File: src/rtl/exc_pkg.sv
// Shared encodings for the exception/interrupt control stage feeding CP0:
// exception codes, CP0 register numbers, mux selects and FSM states.
package exc_pkg;

  localparam logic [4:0] EXC_INT    = 5'd0;
  localparam logic [4:0] EXC_SYS    = 5'd8;
  localparam logic [4:0] EXC_UNIMPL = 5'd10;
  localparam logic [4:0] EXC_OVR    = 5'd12;

  localparam logic [4:0] CP0_STATUS = 5'd12;
  localparam logic [4:0] CP0_CAUSE  = 5'd13;
  localparam logic [4:0] CP0_EPC    = 5'd14;

  typedef enum logic [1:0] {
    SELPC_SEQ = 2'd0,
    SELPC_EPC = 2'd1,
    SELPC_VEC = 2'd2
  } selpc_e;

  typedef enum logic [1:0] {
    MFC0_ALU    = 2'd0,
    MFC0_STATUS = 2'd1,
    MFC0_CAUSE  = 2'd2,
    MFC0_EPC    = 2'd3
  } mfc0_e;

  typedef enum logic {
    IDLE  = 1'b0,
    FLUSH = 1'b1
  } state_e;

  // ExcCode lives in cause[6:2]; every other cause bit reads as zero.
  function automatic logic [31:0] cause_word(input logic [4:0] code);
    return {25'd0, code, 2'b00};
  endfunction

endpackage

File: src/rtl/exc_ctrl_if.sv
// Pipeline-side bundle of the exception controller: decode events in,
// CP0 strobes, cause word and cancel strobes out.
interface exc_ctrl_if;

  logic        intr;
  logic        intr_ack;
  logic        syscall_id;
  logic        unimpl_id;
  logic        eret_id;
  logic        mfc0_id;
  logic        mtc0_id;
  logic [4:0]  rd_id;
  logic        ovr_exe;
  logic        in_slot_id;
  logic        stall_id;
  logic [31:0] sta;
  logic        exc;
  logic        inta;
  logic        mtc0;
  logic        wsta;
  logic        wcau;
  logic        wepc;
  logic [1:0]  mfc0;
  logic [1:0]  selpc;
  logic [31:0] cause;
  logic        cancel_id;
  logic        cancel_if;

  modport slave (
    input  intr, syscall_id, unimpl_id, eret_id, mfc0_id, mtc0_id, rd_id,
           ovr_exe, in_slot_id, stall_id, sta,
    output intr_ack, exc, inta, mtc0, wsta, wcau, wepc, mfc0, selpc, cause,
           cancel_id, cancel_if
  );

  modport master (
    output intr, syscall_id, unimpl_id, eret_id, mfc0_id, mtc0_id, rd_id,
           ovr_exe, in_slot_id, stall_id, sta,
    input  intr_ack, exc, inta, mtc0, wsta, wcau, wepc, mfc0, selpc, cause,
           cancel_id, cancel_if
  );

endinterface

File: src/rtl/exc_ctrl_intr_sync.sv
// Brings the asynchronous interrupt line into the clock domain and flags
// each rising edge of the synchronised level for one cycle.
module intr_sync #(
  parameter int SYNC_STAGES = 2
) (
  input  logic clk,
  input  logic rst,
  input  logic intr,
  output logic rise
);

  logic [SYNC_STAGES-1:0] sync_q, sync_d;
  logic                   last_q, last_d;

  always_comb begin
    sync_d = {sync_q[SYNC_STAGES-2:0], intr};
    last_d = sync_q[SYNC_STAGES-1];
  end

  always_ff @(posedge clk) begin
    if (rst) begin
      sync_q <= '0;
      last_q <= 1'b0;
    end else begin
      sync_q <= sync_d;
      last_q <= last_d;
    end
  end

  assign rise = sync_q[SYNC_STAGES-1] & ~last_q;

endmodule

File: src/rtl/exc_ctrl.sv
// Exception/interrupt control ahead of CP0: prioritises events, drives CP0
// strobes and the cause word, and flushes the front end after a redirect.
module exc_ctrl
  import exc_pkg::*;
#(
  parameter int SYNC_STAGES  = 2,
  parameter int FLUSH_CYCLES = 1
) (
  input  logic        clk,
  input  logic        rst,
  exc_ctrl_if.slave   bus
);

  localparam logic [1:0] FLUSH_LOAD = 2'(FLUSH_CYCLES - 1);

  state_e     state_q, state_d;
  logic [1:0] cnt_q, cnt_d;
  logic       int_pend_q, int_pend_d;
  logic       intr_rise;

  logic idle, id_ok;
  logic ovr_ev, unimpl_ev, sys_ev, int_ev, take, int_taken;
  logic eret_ev, mtc0_ev, mfc0_ev;
  logic unused_sta_hi;

  assign unused_sta_hi = ^bus.sta[31:4];

  intr_sync #(.SYNC_STAGES(SYNC_STAGES)) u_intr_sync (
    .clk  (clk),
    .rst  (rst),
    .intr (bus.intr),
    .rise (intr_rise)
  );

  // Overflow comes from EX and ignores the ID stall; everything else needs a live ID slot.
  always_comb begin
    idle      = (state_q == IDLE) & ~rst;
    id_ok     = idle & ~bus.stall_id;
    ovr_ev    = idle & bus.ovr_exe & bus.sta[3];
    unimpl_ev = id_ok & bus.unimpl_id & bus.sta[2];
    sys_ev    = id_ok & bus.syscall_id & bus.sta[1];
    int_ev    = id_ok & int_pend_q & bus.sta[0] & ~bus.in_slot_id;
    take      = ovr_ev | unimpl_ev | sys_ev | int_ev;
    int_taken = int_ev & ~ovr_ev & ~unimpl_ev & ~sys_ev;
    eret_ev   = id_ok & bus.eret_id & ~take;
    mtc0_ev   = id_ok & bus.mtc0_id & ~take & ~bus.eret_id;
    mfc0_ev   = id_ok & bus.mfc0_id & ~take & ~bus.eret_id;
  end

  always_comb begin
    bus.exc       = 1'b0;
    bus.inta      = 1'b0;
    bus.intr_ack  = 1'b0;
    bus.mtc0      = 1'b0;
    bus.wsta      = 1'b0;
    bus.wcau      = 1'b0;
    bus.wepc      = 1'b0;
    bus.mfc0      = MFC0_ALU;
    bus.selpc     = SELPC_SEQ;
    bus.cause     = '0;
    bus.cancel_id = 1'b0;
    bus.cancel_if = (state_q == FLUSH) & ~rst;
    if (take) begin
      bus.exc   = 1'b1;
      bus.wsta  = 1'b1;
      bus.wcau  = 1'b1;
      bus.wepc  = 1'b1;
      bus.selpc = SELPC_VEC;
      if (ovr_ev) begin
        bus.cause     = cause_word(EXC_OVR);
        bus.cancel_id = 1'b1;
      end else if (unimpl_ev) begin
        bus.cause = cause_word(EXC_UNIMPL);
      end else if (sys_ev) begin
        bus.cause = cause_word(EXC_SYS);
      end else begin
        bus.cause    = cause_word(EXC_INT);
        bus.inta     = 1'b1;
        bus.intr_ack = 1'b1;
      end
    end else if (eret_ev) begin
      bus.wsta  = 1'b1;
      bus.selpc = SELPC_EPC;
    end else begin
      if (mtc0_ev) begin
        bus.mtc0 = 1'b1;
        case (bus.rd_id)
          CP0_STATUS: bus.wsta = 1'b1;
          CP0_CAUSE:  bus.wcau = 1'b1;
          CP0_EPC:    bus.wepc = 1'b1;
          default:    ;
        endcase
      end
      if (mfc0_ev) begin
        case (bus.rd_id)
          CP0_STATUS: bus.mfc0 = MFC0_STATUS;
          CP0_CAUSE:  bus.mfc0 = MFC0_CAUSE;
          CP0_EPC:    bus.mfc0 = MFC0_EPC;
          default:    bus.mfc0 = MFC0_ALU;
        endcase
      end
    end
  end

  // The pending latch keeps capturing edges in FLUSH so no request is lost.
  always_comb begin
    state_d    = state_q;
    cnt_d      = cnt_q;
    int_pend_d = intr_rise | (int_pend_q & ~int_taken);
    case (state_q)
      IDLE: begin
        if (take || eret_ev) begin
          state_d = FLUSH;
          cnt_d   = FLUSH_LOAD;
        end
      end
      FLUSH: begin
        if (cnt_q == 2'd0) state_d = IDLE;
        else               cnt_d   = cnt_q - 2'd1;
      end
      default: state_d = IDLE;
    endcase
  end

  always_ff @(posedge clk) begin
    if (rst) begin
      state_q    <= IDLE;
      cnt_q      <= 2'd0;
      int_pend_q <= 1'b0;
    end else begin
      state_q    <= state_d;
      cnt_q      <= cnt_d;
      int_pend_q <= int_pend_d;
    end
  end

endmodule

File: src/flat_wrapper.sv
// flat-port wrapper written by rule: the top's interface ports become plain ports
module exc_ctrl_flat import exc_pkg::*;
#(
  parameter int SYNC_STAGES  = 2,
  parameter int FLUSH_CYCLES = 1
)
  (clk, rst, bus_intr, bus_syscall_id, bus_unimpl_id, bus_eret_id, bus_mfc0_id, bus_mtc0_id, bus_rd_id, bus_ovr_exe, bus_in_slot_id, bus_stall_id, bus_sta, bus_intr_ack, bus_exc, bus_inta, bus_mtc0, bus_wsta, bus_wcau, bus_wepc, bus_mfc0, bus_selpc, bus_cause, bus_cancel_id, bus_cancel_if);
  exc_ctrl_if bus_i ();
  input  logic clk;
  input  logic rst;
  input wire logic [$bits(bus_i.intr)-1:0] bus_intr;
  input wire logic [$bits(bus_i.syscall_id)-1:0] bus_syscall_id;
  input wire logic [$bits(bus_i.unimpl_id)-1:0] bus_unimpl_id;
  input wire logic [$bits(bus_i.eret_id)-1:0] bus_eret_id;
  input wire logic [$bits(bus_i.mfc0_id)-1:0] bus_mfc0_id;
  input wire logic [$bits(bus_i.mtc0_id)-1:0] bus_mtc0_id;
  input wire logic [$bits(bus_i.rd_id)-1:0] bus_rd_id;
  input wire logic [$bits(bus_i.ovr_exe)-1:0] bus_ovr_exe;
  input wire logic [$bits(bus_i.in_slot_id)-1:0] bus_in_slot_id;
  input wire logic [$bits(bus_i.stall_id)-1:0] bus_stall_id;
  input wire logic [$bits(bus_i.sta)-1:0] bus_sta;
  output wire logic [$bits(bus_i.intr_ack)-1:0] bus_intr_ack;
  output wire logic [$bits(bus_i.exc)-1:0] bus_exc;
  output wire logic [$bits(bus_i.inta)-1:0] bus_inta;
  output wire logic [$bits(bus_i.mtc0)-1:0] bus_mtc0;
  output wire logic [$bits(bus_i.wsta)-1:0] bus_wsta;
  output wire logic [$bits(bus_i.wcau)-1:0] bus_wcau;
  output wire logic [$bits(bus_i.wepc)-1:0] bus_wepc;
  output wire logic [$bits(bus_i.mfc0)-1:0] bus_mfc0;
  output wire logic [$bits(bus_i.selpc)-1:0] bus_selpc;
  output wire logic [$bits(bus_i.cause)-1:0] bus_cause;
  output wire logic [$bits(bus_i.cancel_id)-1:0] bus_cancel_id;
  output wire logic [$bits(bus_i.cancel_if)-1:0] bus_cancel_if;
  assign bus_i.intr = bus_intr;
  assign bus_i.syscall_id = bus_syscall_id;
  assign bus_i.unimpl_id = bus_unimpl_id;
  assign bus_i.eret_id = bus_eret_id;
  assign bus_i.mfc0_id = bus_mfc0_id;
  assign bus_i.mtc0_id = bus_mtc0_id;
  assign bus_i.rd_id = bus_rd_id;
  assign bus_i.ovr_exe = bus_ovr_exe;
  assign bus_i.in_slot_id = bus_in_slot_id;
  assign bus_i.stall_id = bus_stall_id;
  assign bus_i.sta = bus_sta;
  assign bus_intr_ack = bus_i.intr_ack;
  assign bus_exc = bus_i.exc;
  assign bus_inta = bus_i.inta;
  assign bus_mtc0 = bus_i.mtc0;
  assign bus_wsta = bus_i.wsta;
  assign bus_wcau = bus_i.wcau;
  assign bus_wepc = bus_i.wepc;
  assign bus_mfc0 = bus_i.mfc0;
  assign bus_selpc = bus_i.selpc;
  assign bus_cause = bus_i.cause;
  assign bus_cancel_id = bus_i.cancel_id;
  assign bus_cancel_if = bus_i.cancel_if;
  exc_ctrl #(.SYNC_STAGES(SYNC_STAGES), .FLUSH_CYCLES(FLUSH_CYCLES)) u_core (.clk(clk), .rst(rst), .bus(bus_i));
endmodule
File: config.mk
export PLATFORM = sky130hd
export DESIGN_NAME = exc_ctrl_flat
export DESIGN_NICKNAME = d
export VERILOG_FILES = /design/src/rtl/exc_pkg.sv /design/src/rtl/exc_ctrl_if.sv /design/src/rtl/exc_ctrl_intr_sync.sv /design/src/rtl/exc_ctrl.sv /design/src/flat_wrapper.sv
export SDC_FILE = /design/constraint.sdc
export NUM_CORES = 1
export LEC_CHECK = 0
export CAP_MARGIN = 30
export CORE_AREA = 4 4 56 58
export CTS_BUF_LIST = sky130_fd_sc_hd__clkbuf_4 sky130_fd_sc_hd__clkbuf_8
export DETAILED_ROUTE_END_ITERATION = 10
export DIE_AREA = 0 0 60 62
export GPL_ROUTABILITY_DRIVEN = 1
export PLACE_DENSITY = 0.95
export SYNTH_ARGS = -nofsm -noshare
export SYNTH_HDL_FRONTEND = slang
export SYNTH_SLANG_ARGS = --single-unit
File: constraint.sdc
create_clock -name clk -period 3.7 [get_ports clk]
set_input_delay 1.11 -clock clk [delete_from_list [all_inputs] [get_ports clk]]
set_output_delay 1.11 -clock clk [all_outputs]
set_load 0.02 [all_outputs]
# == After elaboration in Yosys (flattened, before gate mapping) ==
# Index checks and enable logic that the tools add are counted.
# classes
n_addsub,1
eq_ne,5
n_mux,38
n_bitwise,40
reduce_logical,3
# ops
op,count
32-bit 2-to-1 mux,3
1-bit AND,25
1-bit 2-to-1 mux,25
"5-bit by 4-bit == test with 1-bit output, second input constant",3
2-bit 2-to-1 mux,6
1-bit inverter,11
6-bit 2-to-1 mux,1
2-bit one-hot mux with 3 select lines,1
"2-bit != test, second input constant",2
1-bit bitwise OR,4
2-bit one-hot mux with 2 select lines,1
2-bit logical NOT,1
1-bit one-hot mux with 2 select lines,1
2-bit AND reduction,1
"2-bit by 1-bit subtractor with 2-bit output, second input constant",1
1-bit logical OR,1
# word_totals
ff_bits,7
inputBits,48
output_inout_bits,45
word_cells,92

# == Depth between registers and ports, before layout ==
# Gate-level depths: netlist of run 1.
# logic_depth
word_depth,14
depth_mapped,5
depth_no_buf,5

# == Cells and area by module ==
# A second synthesis of run 1 with hierarchy kept.
# hier_totals
cells_unflattened,92
area_unflattened_um2,735.7
# by_module_without_submodules
module,n_inst,cells_each,area_each_um2,seq_area_each_um2
exc_ctrl,1,85,648.1,80.1
intr_sync,1,7,87.6,60.1

# == Worst setup path after synthesis of run 1 ==
# No wires, ideal clock.
# synth_timing
kind,input port to output port
start,input bus_sta[3]
end,output bus_intr_ack
t_arrival_ps,2290
required_time_ps,2590
path_slack_ps,300
stages,3
path_buffers,1
path_cell_list,a2111o_1 nor3_1 buf_4
# synth_via
elab_chain_cells,5
elab_cells_between_ends,6
classes_between,mux (2); bitwise (4)
# synth_rtl
item,line,rtl
from (decl),flat_wrapper.sv:21,input wire logic [$bits(bus_i.sta)-1:0] bus_sta;
1-bit AND (*),exc_ctrl.sv:39,ovr_ev = idle & bus.ovr_exe & bus.sta[3];
1-bit bitwise OR (3 in series),exc_ctrl.sv:43,take = ovr_ev | unimpl_ev | sys_ev | int_ev;
1-bit 2-to-1 mux (*),--,
to (decl),flat_wrapper.sv:22,output wire logic [$bits(bus_i.intr_ack)-1:0] bus_intr_ack;
# Every way passes the cells marked *; elsewhere a longest branch is shown, timed or not.

# == Worst setup path in the final report of run 1 ==
# layout_timing
start,input bus_in_slot_id
end,output bus_wcau
# layout_via
elab_chain_cells,9
elab_cells_between_ends,10
classes_between,mux (3); bitwise (7)
# layout_rtl
item,line,rtl
from (decl),flat_wrapper.sv:19,input wire logic [$bits(bus_i.in_slot_id)-1:0] bus_in_slot_id;
1-bit inverter (*),exc_ctrl.sv:42,int_ev = id_ok & int_pend_q & bus.sta[0] & ~bus.in_slot_id;
1-bit AND (*),exc_ctrl.sv:42,
1-bit bitwise OR (*),exc_ctrl.sv:43,
1-bit inverter,"exc_ctrl.sv:45, exc_ctrl.sv:46",
1-bit AND (2 in series),exc_ctrl.sv:46,mtc0_ev = id_ok & bus.mtc0_id & ~take & ~bus.eret_id;
1-bit 2-to-1 mux,exc_ctrl.sv:85,if (mtc0_ev) begin
1-bit 2-to-1 mux,exc_ctrl.sv:81,end else if (eret_ev) begin
1-bit 2-to-1 mux (*),exc_ctrl.sv:63,if (take) begin
to (decl),flat_wrapper.sv:27,output wire logic [$bits(bus_i.wcau)-1:0] bus_wcau;
# Marks and branches as above.

==> flow_summary.toml, run 1 <==
[status]
status = "completed"

[pwr]
ir_drop_mv = 0.09629
clkPwrFrac_pct = 27.8
internal_power_uw = 175.9
power_density_mw_per_mm2 = 230.1
p_sw_share_pct = 34.66
total_switching_power_uw = 93.31
combPwrFrac_pct = 42.2
leakage_nw = 0.5719
pwr-share-seq_pct = 29.9

[timing]
finalSetupViolations = 0
hold_viol_final = 0
min_period_over_period_pct = 98.50
rsz0062_at_grt = "yes"
fmax_ghz = 0.2744
skew_ns = 0.002393
worst_slack_ns = 0.05539
fin_crit_ns = 3.645
fin_hold_ws_ns = 0.4360
slew_viol_final = 0

[layout]
final_cell_mix = "conb_1, buf_4, clkdlybuf4s50_1"
fillerInstances = 269
syn_to_final_growth_pct = 56.88
fin_util_pct = 43.94
fin_nets = 194
drive_above_1_share_pct = 25.00
instances_no_fill = 175
final_common_cell = "conb_1"
n_antenna_cell = 0

[setup_path]
crit_path_end_kind = "output pin"
cp-start-kind = "primary input"
path_max_fanout = 6
critPathArrivalTime_ns = 2.53
cpPeakStageDelay_ns = 0.39
cp_cell_sequence = "clkdlybuf4s50_1 > nand3b_1 > a21o_4 > o311ai_1 > clkdlybuf4s15_1"
slowest_stage = "clkdlybuf4s50_1"
reg2regPathDepth = 4
crit_cells = 5
worstSetupPathType = "primary input to output pin"
critPathRequiredTime_ns = 2.59
crit_family = "buffers and inverters"
critPathBufInv = 2

[drt]
dr.pass1.iters = 3
routed_via_density = 4.263
drtAntennaViolNets = 0
vias = 746
drtIter0Drc = 16
wl_per_cell_um = 11.05
wirelength_um = 1933
drc = 0

[die]
core_area_mm2 = 0.002663
rows = 19
num_io_pins = 93
die_w_um = 60
die-area_mm2 = 0.003720
start_util_pct = 28.01
fp.dieH_um = 62

[clocking]
cts_buffers = 3
cts.sinks = 7
clockBufferDepth = 2
cts.reportedPaths.clkPinSlew_ns = 0.05
post_cts_buffers = 0
cts_tree = "done"
h-tree-depth = 1
root_buffer = "clkbuf_4"
clkLatencyLatePin_ns = 0.25
cts_hold_buf = 0

[synth]
synth_cell_type_count = 35
synth.area.mux_share_pct = 0
synth_top_flop_cell = "dfxtp_1"
synthSimpleGateAreaFrac_pct = 24.50
syn_avg_cell_area_um2 = 8.106
yosysWarnings = 0
synth_top_family_by_area = "buffers and inverters"
synth_compound_area_share_pct = 18.62
synth-seq-cells = 7
synth_edf_count = 0
yosys.area_share.xor_xnor_pct = 1.174
yosysSeqAreaShare_pct = 18.79
synthCells = 92
synthAdderAreaFrac_pct = 1.678
netlist_area_um2 = 745.7
ys_async_sr_fraction_pct = 0

[global_route]
grt_max_degree = 8
grt_usage_pct = 9.961
grt_pass1_wl_um = 2704
grt_pass1_vias = 672
grt_remaining_overflow = 0
antenna_found_initial = 0

[run]
drv_cap = 0

[hold_path]
hold_depth = 1
holdCritPathClass = "register to register"

[place]
place_inst = 171
dpl.hpwl_um = 1606
dp_slack_ns = -0.4807
numPortBuffers = 35
gp_congestion = 0.7210
-- cell usage after synthesis (2+ instances only) --
cell,count,area [um2]
a31oi_1,2,12.51
a41o_1,2,20.02
buf_4,32,240.2
dfxtp_1,7,140.1
inv_1,4,15.01
nand2_1,3,11.26
nand3b_1,3,22.52
nor2_1,3,11.26
nor2b_1,4,25.02
nor3_1,6,30.03
o211ai_1,2,15.01
-- flip-flops by register name, summed over array words and instances, names as in the netlist --
register and cells:
u_core.cnt_q 2, u_core.int_pend_q 1, u_core.u_intr_sync.last_q 1, u_core.u_intr_sync.sync_q 2, u_core.state_q 1
-- power by group through the flow --
| stage | registers (mW) | clock network [mW] | logic, mW |
|---|---|---|---|
| finish | 0.0806 | 0.0750 | 0.114 |
| global route | 0.0809 | 0.0816 | 0.122 |
| CTS | 0.0805 | 0.0790 | 0.112 |
| detailed placement | 0.0818 | 0 | 0.116 |
| global placement | 0.0816 | 0 | 0.114 |
| floorplan | 0.0812 | 0 | 0.0834 |
-- final timing paths --
check / startpoint / end / slack, ns
min: u_core.u_intr_sync.sync_q[0] / u_core.u_intr_sync.sync_q[1] / 0.44
max reg2reg: u_core.state_q / u_core.cnt_q[1] / 2.23
min reg2reg: u_core.u_intr_sync.sync_q[0] / u_core.u_intr_sync.sync_q[1] / 0.44
max: bus_in_slot_id / bus_wcau / 0.06
-- worst register-to-register path: stages, from the launching register on --
cell and delay [ns]:
dfxtp_1 0.38, or3_4 0.42, a21o_4 0.21, buf_4 0.14, a41o_1 0.20
-- logic make-up after synthesis --
logic type	count (synthesis)
other	1
buffers and inverters	37
XOR/XNOR	1
AND/OR/NAND/NOR	29
adder cells (fa/ha/maj)	1
AO/OA/AOI/OAI	16
flip-flops	7
-- final cells by class --
| cell class | count | area (um2) | area share (%) |
|---|---|---|---|
| well taps | 31 | 38.79 | 3.316 |
| flip-flops and latches | 7 | 140.1 | 11.98 |
| inverters | 4 | 15.01 | 1.283 |
| clock buffers | 4 | 30.03 | 2.567 |
| repair buffers | 53 | 460.4 | 39.36 |
| multi-input cells | 76 | 485.5 | 41.50 |
-- metrics by stage --
| stage | power, mW | area, um2 | setup TNS [ns] |
|---|---|---|---|
| after floorplan | 0.1646 | 850.8 | 0 |
| after global placement | 0.1955 | 1131 | -5.664 |
| after detailed placement | 0.1973 | 1131 | -5.986 |
| after CTS | 0.2719 | 1156 | 0 |
| after global routing | 0.2842 | 1170 | -0.01214 |
| final | 0.2692 | 1170 | 0 |
-- layer usage --
layer	part of all wire [%]	track usage (%)	up-vias
li1	-	-	368
met1	33	9.248	331
met2	51	17.90	41
met3	13	3.719	6
met4	3.1	7.278	0
met5	0	0	-
-- timing repair --
action | CTS | global route
gates cloned | 0 | 0
endpoints found under the setup margin | 15 | 9
pin swaps | 0 | 3
resized for setup | 38 | 6
hold endpoints to repair | 0 | 0
Note: power is estimated with default switching activity, not from simulation.
==> run 2, diff against run 1 <==
- CORE_AREA: 4 4 56 58 -> 4 4 61 63
- DIE_AREA: 0 0 60 62 -> 0 0 65 67
- PLACE_DENSITY: 0.95 -> 0.89
- clock period: 3.7 -> 3 ns (I/O delays scaled with it)
==> run 2 against run 1 <==
  * Clock-buffer cell count unchanged
  * Via count increased by 1.7%
  * Clock power increased by 23%
  * Critical path type unchanged
  * Critical endpoint is now bus_mfc0[0]
  * Highest routed layer is now met3
==> flow_summary.toml, run 2 (synthesis gave the netlist of run 1 again) <==
[drt]
drtAntennaViolNets = 0
drc = 0
wl_per_cell_um = 10.64
routed_via_density = 3.953
vias = 759
dr.pass1.iters = 4
wirelength_um = 2043
drtIter0Drc = 27

[layout]
fin_nets = 196
n_antenna_cell = 0
final_cell_mix = "conb_1, buf_4, dlygate4sd2_1"
syn_to_final_growth_pct = 59.90
drive_above_1_share_pct = 38.36
largestRegisters = "u_core.cnt_q x2, u_core.u_intr_sync.sync_q x2"
final_common_cell = "conb_1"
fillerInstances = 350
fin_util_pct = 36.90

[clocking]
root_buffer = "clkbuf_4"
cts_tree = "done"
cts_hold_buf = 0
cts_buffers = 3
cts.reportedPaths.clkPinSlew_ns = 0.05
clockBufferDepth = 2
h-tree-depth = 1
clkLatencyLatePin_ns = 0.25
cts.sinks = 7

[global_route]
grt_remaining_overflow = 0
grt_pass1_wl_um = 2953
grt_max_degree = 8
grt_usage_pct = 8.914
antenna_found_initial = 0
grt_pass1_vias = 696

[timing]
finalSetupViolations = 0
fmax_ghz = 0.3415
worst_slack_ns = 0.07156
slew_viol_final = 0
fin_crit_ns = 2.928
hold_viol_final = 0
rsz0062_at_grt = "no"
min_period_over_period_pct = 97.61
skew_ns = 0.005973

[hold_path]
holdCritPathClass = "register to register"

[setup_path]
path_max_fanout = 4
critPathArrivalTime_ns = 2.03
reg2regPathDepth = 4
critPathBufInv = 2
cp_cell_sequence = "clkdlybuf4s15_2 > a2111oi_4 > nand4_1 > nor3_1 > buf_2"
endpoint = "bus_mfc0[0]"
reg2reg_to = "u_core.cnt_q[1]"
slowest_stage = "a2111oi_4"
r2r_start = "u_core.state_q"
crit_start = "bus_stall_id"
critPathRequiredTime_ns = 2.10
crit_family = "buffers and inverters"
worstSetupPathType = "primary input to output pin"
cpPeakStageDelay_ns = 0.35
crit_cells = 5
rrSetupSlack_ns = 1.51
crit_path_end_kind = "output pin"
cp-start-kind = "primary input"

[pwr]
power_density_mw_per_mm2 = 277.7
ir_drop_mv = 0.1617
leakage_nw = 0.5956

[die]
core_area_mm2 = 0.003232
die_w_um = 65
die-area_mm2 = 0.004355
fp.dieH_um = 67
start_util_pct = 23.07
num_io_pins = 93
rows = 21

[place]
dpl.hpwl_um = 1611
dp_slack_ns = -0.7273
gp_congestion = 0.6719
numPortBuffers = 35

[run]
drv_cap = 0

[status]
status = "completed"
[run 2: per-layer routing]
metal  GRT usage (%)  share of wire, %  vias up
li1                -                 -      374
met1           9.300                39      345
met2           16.22                49       40
met3           4.384                11        0
met4           1.583                 0        0
met5               0                 0        -
[run 2: layout make-up]
cell class / count / area (um2) / share of cell area (%)
Inverter: 4 / 15.01 / 1.259
Clock buffer: 4 / 30.03 / 2.518
Multi-Input combinational cell: 76 / 514.2 / 43.13
Tap cell: 46 / 57.56 / 4.827
Sequential cell: 7 / 140.1 / 11.75
Timing Repair Buffer: 55 / 435.4 / 36.52
[run 2: per-stage QoR]
stage / hold slack (ns) / cell area (um2) / power (mW) / cells / TNS (ns)
floorplan: 0.4138 / 850.8 / 0.2030 / 120 / 0
global placement: 0.4163 / 1135 / 0.2396 / 184 / -10.06
detailed placement: 0.4301 / 1135 / 0.2420 / 184 / -10.32
CTS: 0.4449 / 1171 / 0.3322 / 190 / 0
global route: 0.4719 / 1192 / 0.3540 / 192 / 0
finish: 0.4375 / 1192 / 0.3311 / 192 / 0
[run 2: how the worst min path moves through the flow]
stage,slack (ns),endpoint,cells after the start,from
floorplan,0.41,u_core.u_intr_sync.sync_q[1],1,u_core.u_intr_sync.sync_q[0]
global placement,0.42,u_core.u_intr_sync.sync_q[1],1,u_core.u_intr_sync.sync_q[0]
detailed placement,0.43,u_core.u_intr_sync.sync_q[1],1,u_core.u_intr_sync.sync_q[0]
CTS,0.44,u_core.u_intr_sync.sync_q[1],1,u_core.u_intr_sync.sync_q[0]
global route,0.47,u_core.u_intr_sync.sync_q[1],1,u_core.u_intr_sync.sync_q[0]
finish,0.44,u_core.u_intr_sync.sync_q[1],1,u_core.u_intr_sync.sync_q[0]
[run 2: what timing repair did]
item                       CTS  global route
buffers inserted             2             2
gates resized for setup     90            14
setup endpoints to repair   16            10
pin swaps                    9             7
[run 2: where the power goes]
group	internal (mW)	switching, mW	total (mW)	leakage (nW)
registers	0.0965	0.00309	0.0996	0.0572
clock network	0.0596	0.0327	0.0923	0.0184
logic	0.0563	0.0829	0.139	0.520
==> run 3, diff against run 2 <==
- HOLD_SLACK_MARGIN: default -> 0.03
==> results of run 3 <==
The final DEF is identical to that of run 2; final timing and power are the same.
